**config.mk**
```make
export PLATFORM = sky130hd
export DESIGN_NAME = lose_jingle_player
export DESIGN_NICKNAME = d
export VERILOG_FILES = /design/src/rtl/lose_jingle_player.sv
export SDC_FILE = /design/constraint.sdc
export NUM_CORES = 1
export LEC_CHECK = 0
export ABC_AREA = 1
export BUFFER_PORTS_ARGS = -buffer_cell sky130_fd_sc_hd__buf_2
export CORE_ASPECT_RATIO = 1.25
export CORE_MARGIN = 4
export CORE_UTILIZATION = 30
export CTS_CLUSTER_DIAMETER = 100
export DETAILED_ROUTE_END_ITERATION = 16
export GPL_TIMING_DRIVEN = 0
export HOLD_SLACK_MARGIN = 0.12
export PLACE_DENSITY = 0.43
export SYNTH_ARGS = -nofsm -noshare
export SYNTH_HDL_FRONTEND = slang
export SYNTH_SLANG_ARGS = --single-unit
```
**constraint.sdc**
```tcl
create_clock -name clk -period 5.87 [get_ports clk]
set_input_delay 0.8805 -clock clk [delete_from_list [all_inputs] [get_ports clk]]
set_output_delay 0.8805 -clock clk [all_outputs]
set_load 0.01 [all_outputs]
```
**src/rtl/lose_jingle_player.sv**
```systemverilog
// Loss jingle generator: four descending square-wave notes per loss, played
// twice once the loss count reaches MAX_COUNT. Sits after the loss counter.
//   state | meaning
//   IDLE  | silent, waiting for a loss pulse
//   ARM   | one cycle for the counter's new value to settle, then sample it
//   TONE  | note note_idx sounding for NOTE_CYCLES cycles
//   GAP   | silence for GAP_CYCLES cycles between notes
module lose_jingle_player #(
  parameter int unsigned NOTE_CYCLES = 25_000_000,
  parameter int unsigned GAP_CYCLES  = 5_000_000,
  parameter int unsigned HP0         = 95_602,
  parameter int unsigned HP1         = 127_551,
  parameter int unsigned HP2         = 151_515,
  parameter int unsigned HP3         = 190_840,
  parameter int unsigned MAX_COUNT   = 9
) (
  input  logic       clk,
  input  logic       rst_n,
  input  logic       trigger,
  input  logic [3:0] lose_count,
  input  logic       mute,
  output logic       audio_out,
  output logic       busy,
  output logic [1:0] note_idx
);

  typedef enum logic [1:0] {S_IDLE, S_ARM, S_TONE, S_GAP} state_t;

  localparam logic [31:0] NOTE_LAST = 32'(NOTE_CYCLES - 1);
  localparam logic [31:0] GAP_LAST  = 32'(GAP_CYCLES - 1);
  localparam logic [31:0] HP_LAST0  = 32'(HP0 - 1);
  localparam logic [31:0] HP_LAST1  = 32'(HP1 - 1);
  localparam logic [31:0] HP_LAST2  = 32'(HP2 - 1);
  localparam logic [31:0] HP_LAST3  = 32'(HP3 - 1);

  state_t      r_state, w_state_nxt;
  logic [31:0] r_cnt, w_cnt_nxt;
  logic [31:0] r_hp, w_hp_nxt;
  logic        r_phase, w_phase_nxt;
  logic        r_repeat, w_repeat_nxt;
  logic        r_round, w_round_nxt;
  logic [1:0]  r_note, w_note_nxt;
  logic        r_audio, w_audio_nxt;
  logic        r_busy, w_busy_nxt;
  logic [31:0] w_hp_last;

  always_comb begin
    w_hp_last = HP_LAST0;
    case (r_note)
      2'd1:    w_hp_last = HP_LAST1;
      2'd2:    w_hp_last = HP_LAST2;
      2'd3:    w_hp_last = HP_LAST3;
      default: w_hp_last = HP_LAST0;
    endcase
  end

  always_comb begin
    w_state_nxt  = r_state;
    w_cnt_nxt    = r_cnt;
    w_hp_nxt     = r_hp;
    w_phase_nxt  = r_phase;
    w_repeat_nxt = r_repeat;
    w_round_nxt  = r_round;
    w_note_nxt   = r_note;
    unique case (r_state)
      S_IDLE: begin
        if (trigger) w_state_nxt = S_ARM;
      end
      S_ARM: begin
        w_repeat_nxt = ({28'd0, lose_count} >= MAX_COUNT);
        w_round_nxt  = 1'b0;
        w_note_nxt   = 2'd0;
        w_cnt_nxt    = NOTE_LAST;
        w_hp_nxt     = '0;
        w_phase_nxt  = 1'b0;
        w_state_nxt  = S_TONE;
      end
      S_TONE: begin
        if (r_cnt == '0) begin
          w_hp_nxt    = '0;
          w_phase_nxt = 1'b0;
          if (r_note != 2'd3) begin
            w_state_nxt = S_GAP;
            w_cnt_nxt   = GAP_LAST;
          end else if (r_repeat && !r_round) begin
            w_state_nxt = S_GAP;
            w_cnt_nxt   = GAP_LAST;
            w_round_nxt = 1'b1;
          end else begin
            // last note of the last round ends with no trailing gap
            w_state_nxt = S_IDLE;
          end
        end else begin
          w_cnt_nxt = r_cnt - 32'd1;
          if (r_hp == w_hp_last) begin
            w_hp_nxt    = '0;
            w_phase_nxt = ~r_phase;
          end else begin
            w_hp_nxt = r_hp + 32'd1;
          end
        end
      end
      S_GAP: begin
        if (r_cnt == '0) begin
          w_state_nxt = S_TONE;
          w_cnt_nxt   = NOTE_LAST;
          w_hp_nxt    = '0;
          w_phase_nxt = 1'b0;
          w_note_nxt  = r_note + 2'd1;
        end else begin
          w_cnt_nxt = r_cnt - 32'd1;
        end
      end
      default: w_state_nxt = S_IDLE;
    endcase
    w_busy_nxt  = (w_state_nxt != S_IDLE);
    w_audio_nxt = w_phase_nxt && (w_state_nxt == S_TONE) && !mute;
  end

  always_ff @(posedge clk) begin
    if (!rst_n) begin
      r_state  <= S_IDLE;
      r_cnt    <= '0;
      r_hp     <= '0;
      r_phase  <= 1'b0;
      r_repeat <= 1'b0;
      r_round  <= 1'b0;
      r_note   <= 2'd0;
      r_audio  <= 1'b0;
      r_busy   <= 1'b0;
    end else begin
      r_state  <= w_state_nxt;
      r_cnt    <= w_cnt_nxt;
      r_hp     <= w_hp_nxt;
      r_phase  <= w_phase_nxt;
      r_repeat <= w_repeat_nxt;
      r_round  <= w_round_nxt;
      r_note   <= w_note_nxt;
      r_audio  <= w_audio_nxt;
      r_busy   <= w_busy_nxt;
    end
  end

  assign audio_out = r_audio;
  assign busy      = r_busy;
  assign note_idx  = r_note;

endmodule

```
==> metrics <==
status=finished clean; first-pass GRT wire length=27.5 mm; DP Wirelength=between 10 and 15 mm; clock-pin slew on the worst setup and hold paths=~0.070 ns; R2R Path End=r_hp[12]$_SDFFE_PN0P_; Async S/R FF share, synth=0%; post-cts hold buffer count=0; EDFF count, synth=0; number of I/O pins=12; Remaining DRCs=0; total power=about 1600 µW; post-route setup slack=about 3.5 ns; CP required=roughly 6 ns; First-pass DRT Iterations=5; TritonCTS buffer count=9; clk_skew=just under 0.009 ns; GRT overflow=0; Synth Instances=about 840; Vias/cell=between 4 and 5; f_max=0.415 GHz; CP cell instances=inv_1 -> ha_1 -> inv_2 -> o21ai_1 -> nand3_1 -> a21oi_1 -> nand3_1 -> and2_4 -> buf_6 -> buf_12 -> nand2_2 -> a21oi_2; Synth-to-Final Area Change=13.4%; die height=around 160 µm; Final nets=around 900; later-pin clock latency in the skew report=0.35 ns; flop-to-flop setup slack=between 3 and 4 ns; CP Launch Type=flop; vias in the first global route=between 5000 and 6000; Final Slew Violations=0; CP arrival=roughly 2.6 ns; Least-Margin Pin Slew=0.709 ns; Placement Setup Slack=~3.5 ns; initial core utilization=slightly above 30%; Worst Hold Launch=r_round$_SDFFE_PN0P_; Max Buffers Root-to-Sink=2; period utilization=about two fifths; Post-Syn Area=0.00519 mm²; total track usage=about 18%; synthesized area per cell=just over 6 µm²; layout cells sized above 1=11.8%; Synth area leader=dfxtp_1; FF+latch count, synth=73; Worst Hold Depth=2; CTS tree=yes; WL per Instance=between 15 and 20 µm; synth top area cells=dfxtp_1, nand2_1, nor2_1; Buffers on Ports=10; CTS HTree Levels=3; slowest CP cell=dfxtp_1; RSZ-0062 raised after global routing=no; crit-path leading delay family=simple AND/OR/NAND/NOR gates; Iter 0 DRT Violations=492; most used flip-flop cell after synthesis=dfxtp_1; clock period minus worst slack=about 2.4 ns; number of gates resized after cts=0; largest net degree at the start of global routing=14; slew margin rel.=between 50% and 60%; Worst Reg-to-Reg Cells=12; maximum net fanout on the critical path=10; syn_nets=~860; Die Wd=approximately 130 µm; worst path buffer plus inverter count=4; CTS Sinks=between 70 and 80; Setup Viol. Count Final=0; worst min path class=reg -> reg; Netlist cell types=40; drt total wl=~17 mm; Leak=roughly 0.0025 µW; worst hold path endpoint=r_round$_SDFFE_PN0P_; Max IR drop VDD=between 0.0001 and 0.00015 V; Final Hold Vio Count=0; Fin Setup TNS=0 ns; sequential area share after synthesis=between 20% and 30%; Core Util, Final=about a third; Setup CP Type=reg -> reg; Fillers=roughly 1900; die area=0.0195 mm²; RD Place Congestion=0.955; area of the multi-input gates=0.00319 mm²; vias=roughly 5400; initial antenna violation count=0; Synth Warn #=0; FP Rows=53; Critical Path Max Stage Delay=between 0.4 and 0.5 ns; share of the synthesized area in the top cell type=28.2%; Antenna diodes=0; CTS Root Buffer Type=clkbuf_16; Crit path top cell by count=nand3_1; core box area=0.0169 mm²; Post-CTS Setup Bufs=0; CP Capture Type=flop; r2r startpoint=note_idx[1]$_SDFFE_PN0P_; register area=0.00146 mm²; Power Dens Cells=279 mW/mm²; max cap viols=0; DRT antenna net count=0
sequential cells by signal, indices dropped and copies added, names as in the netlist:
name / flops
r_cnt: 32
r_hp: 32
note_idx: 2
r_state: 2
audio_out: 1
busy: 1
r_phase: 1
r_repeat: 1
r_round: 1
placed cells by master, fill, tap and decap left out, drive strengths merged:
cell and count:
a211oi 1, a21o 2, a21oi 58, and2 3, buf 29, bufinv 4
clkbuf 17, clkinvlp 3, dfxtp 73, ha 9, inv 99, nand2 237
nand3 71, nand3b 2, nand4 29, nor2 121, nor3 25, nor3b 2
nor4 1, o211a 2, o211ai 4, o21ai 43, o22ai 1, o31ai 1
or2 5, xnor2 6, xor2 19
worst min-delay path, cell delays in order, from the launching register on:
cell	delay, ns
dfxtp_1	0.31
nand2_1	0.06
a21oi_1	0.06
final cells by class:
type                    count  area share, %
multi-input cells         642           54.2
flip-flops and latches     73           24.9
plain buffers              27           2.81
well taps                 220           4.68
repair buffers             10          0.851
clock buffers               9           3.83
inverters                  99           6.32
clock inverters             7           2.43
cell families (layout without fill, tap and decap cells):
group | after synthesis | in the layout | synth area share (%)
and+or+nand+nor | 496 | 496 | 43.0
buffers and inverters | 126 | 152 | 10.3
AOI/OAI and AO/OA | 112 | 112 | 12.1
DFF | 73 | 73 | 28.2
xor gates and xnor gates | 25 | 25 | 4.22
adders and majority gates | 9 | 9 | 2.17
per-layer routing:
layer	wire length, µm	share of wire, %	vias to the layer above	GRT usage (%)
met2	8970	52	112	33.1
li1	-	-	2756	-
met1	7090	41	2480	20.4
met5	0	0	-	0
met4	654	3.8	0	7.39
met3	518	3.0	37	2.71
worst max path at each step:
stage	from	endpoint	slack, ns	cells after the start
after CTS	note_idx[1]$_SDFFE_PN0P_	r_hp[12]$_SDFFE_PN0P_	3.48	12
after floorplan	note_idx[0]$_SDFFE_PN0P_	r_hp[12]$_SDFFE_PN0P_	3.80	12
after detailed placement	note_idx[1]$_SDFFE_PN0P_	r_hp[11]$_SDFFE_PN0P_	3.50	12
after global placement	note_idx[1]$_SDFFE_PN0P_	r_hp[9]$_SDFFE_PN0P_	3.49	12
after global routing	note_idx[1]$_SDFFE_PN0P_	r_hp[12]$_SDFFE_PN0P_	3.25	12
final	note_idx[1]$_SDFFE_PN0P_	r_hp[12]$_SDFFE_PN0P_	3.46	12
through the flow:
stage,cell area (µm²),hold slack [ns],std cells
2_1_floorplan,5190,0.444,841
3_3_place_gp,5510,0.456,1071
3_5_place_dp,5510,0.460,1071
4_1_cts,5880,0.469,1087
5_1_grt,5880,0.487,1087
6_report,5880,0.467,1087
Yosys cell counts, types with 3 or more instances:
cell type / number
o21ai_0: 39
nand3_1: 69
nand2_1: 219
buf_6: 3
nor2_1: 106
dfxtp_1: 73
nor2_2: 12
ha_1: 9
clkbuf_1: 8
nand2_4: 4
inv_2: 7
a21oi_2: 9
or2_2: 4
nand4_1: 29
xor2_1: 19
inv_1: 92
nand2_2: 14
nor2_4: 3
buf_4: 3
buf_2: 11
a21oi_1: 49
nor3_1: 23
xnor2_1: 6
o21ai_1: 4
o211ai_1: 4
power by group:
group          switching [µW]  internal (µW)  leakage (µW)
registers                32.9            523      0.000593
logic                     269            120       0.00172
clock network             240            459      0.000168
No activity file was read; power rests on OpenSTA's default activity.
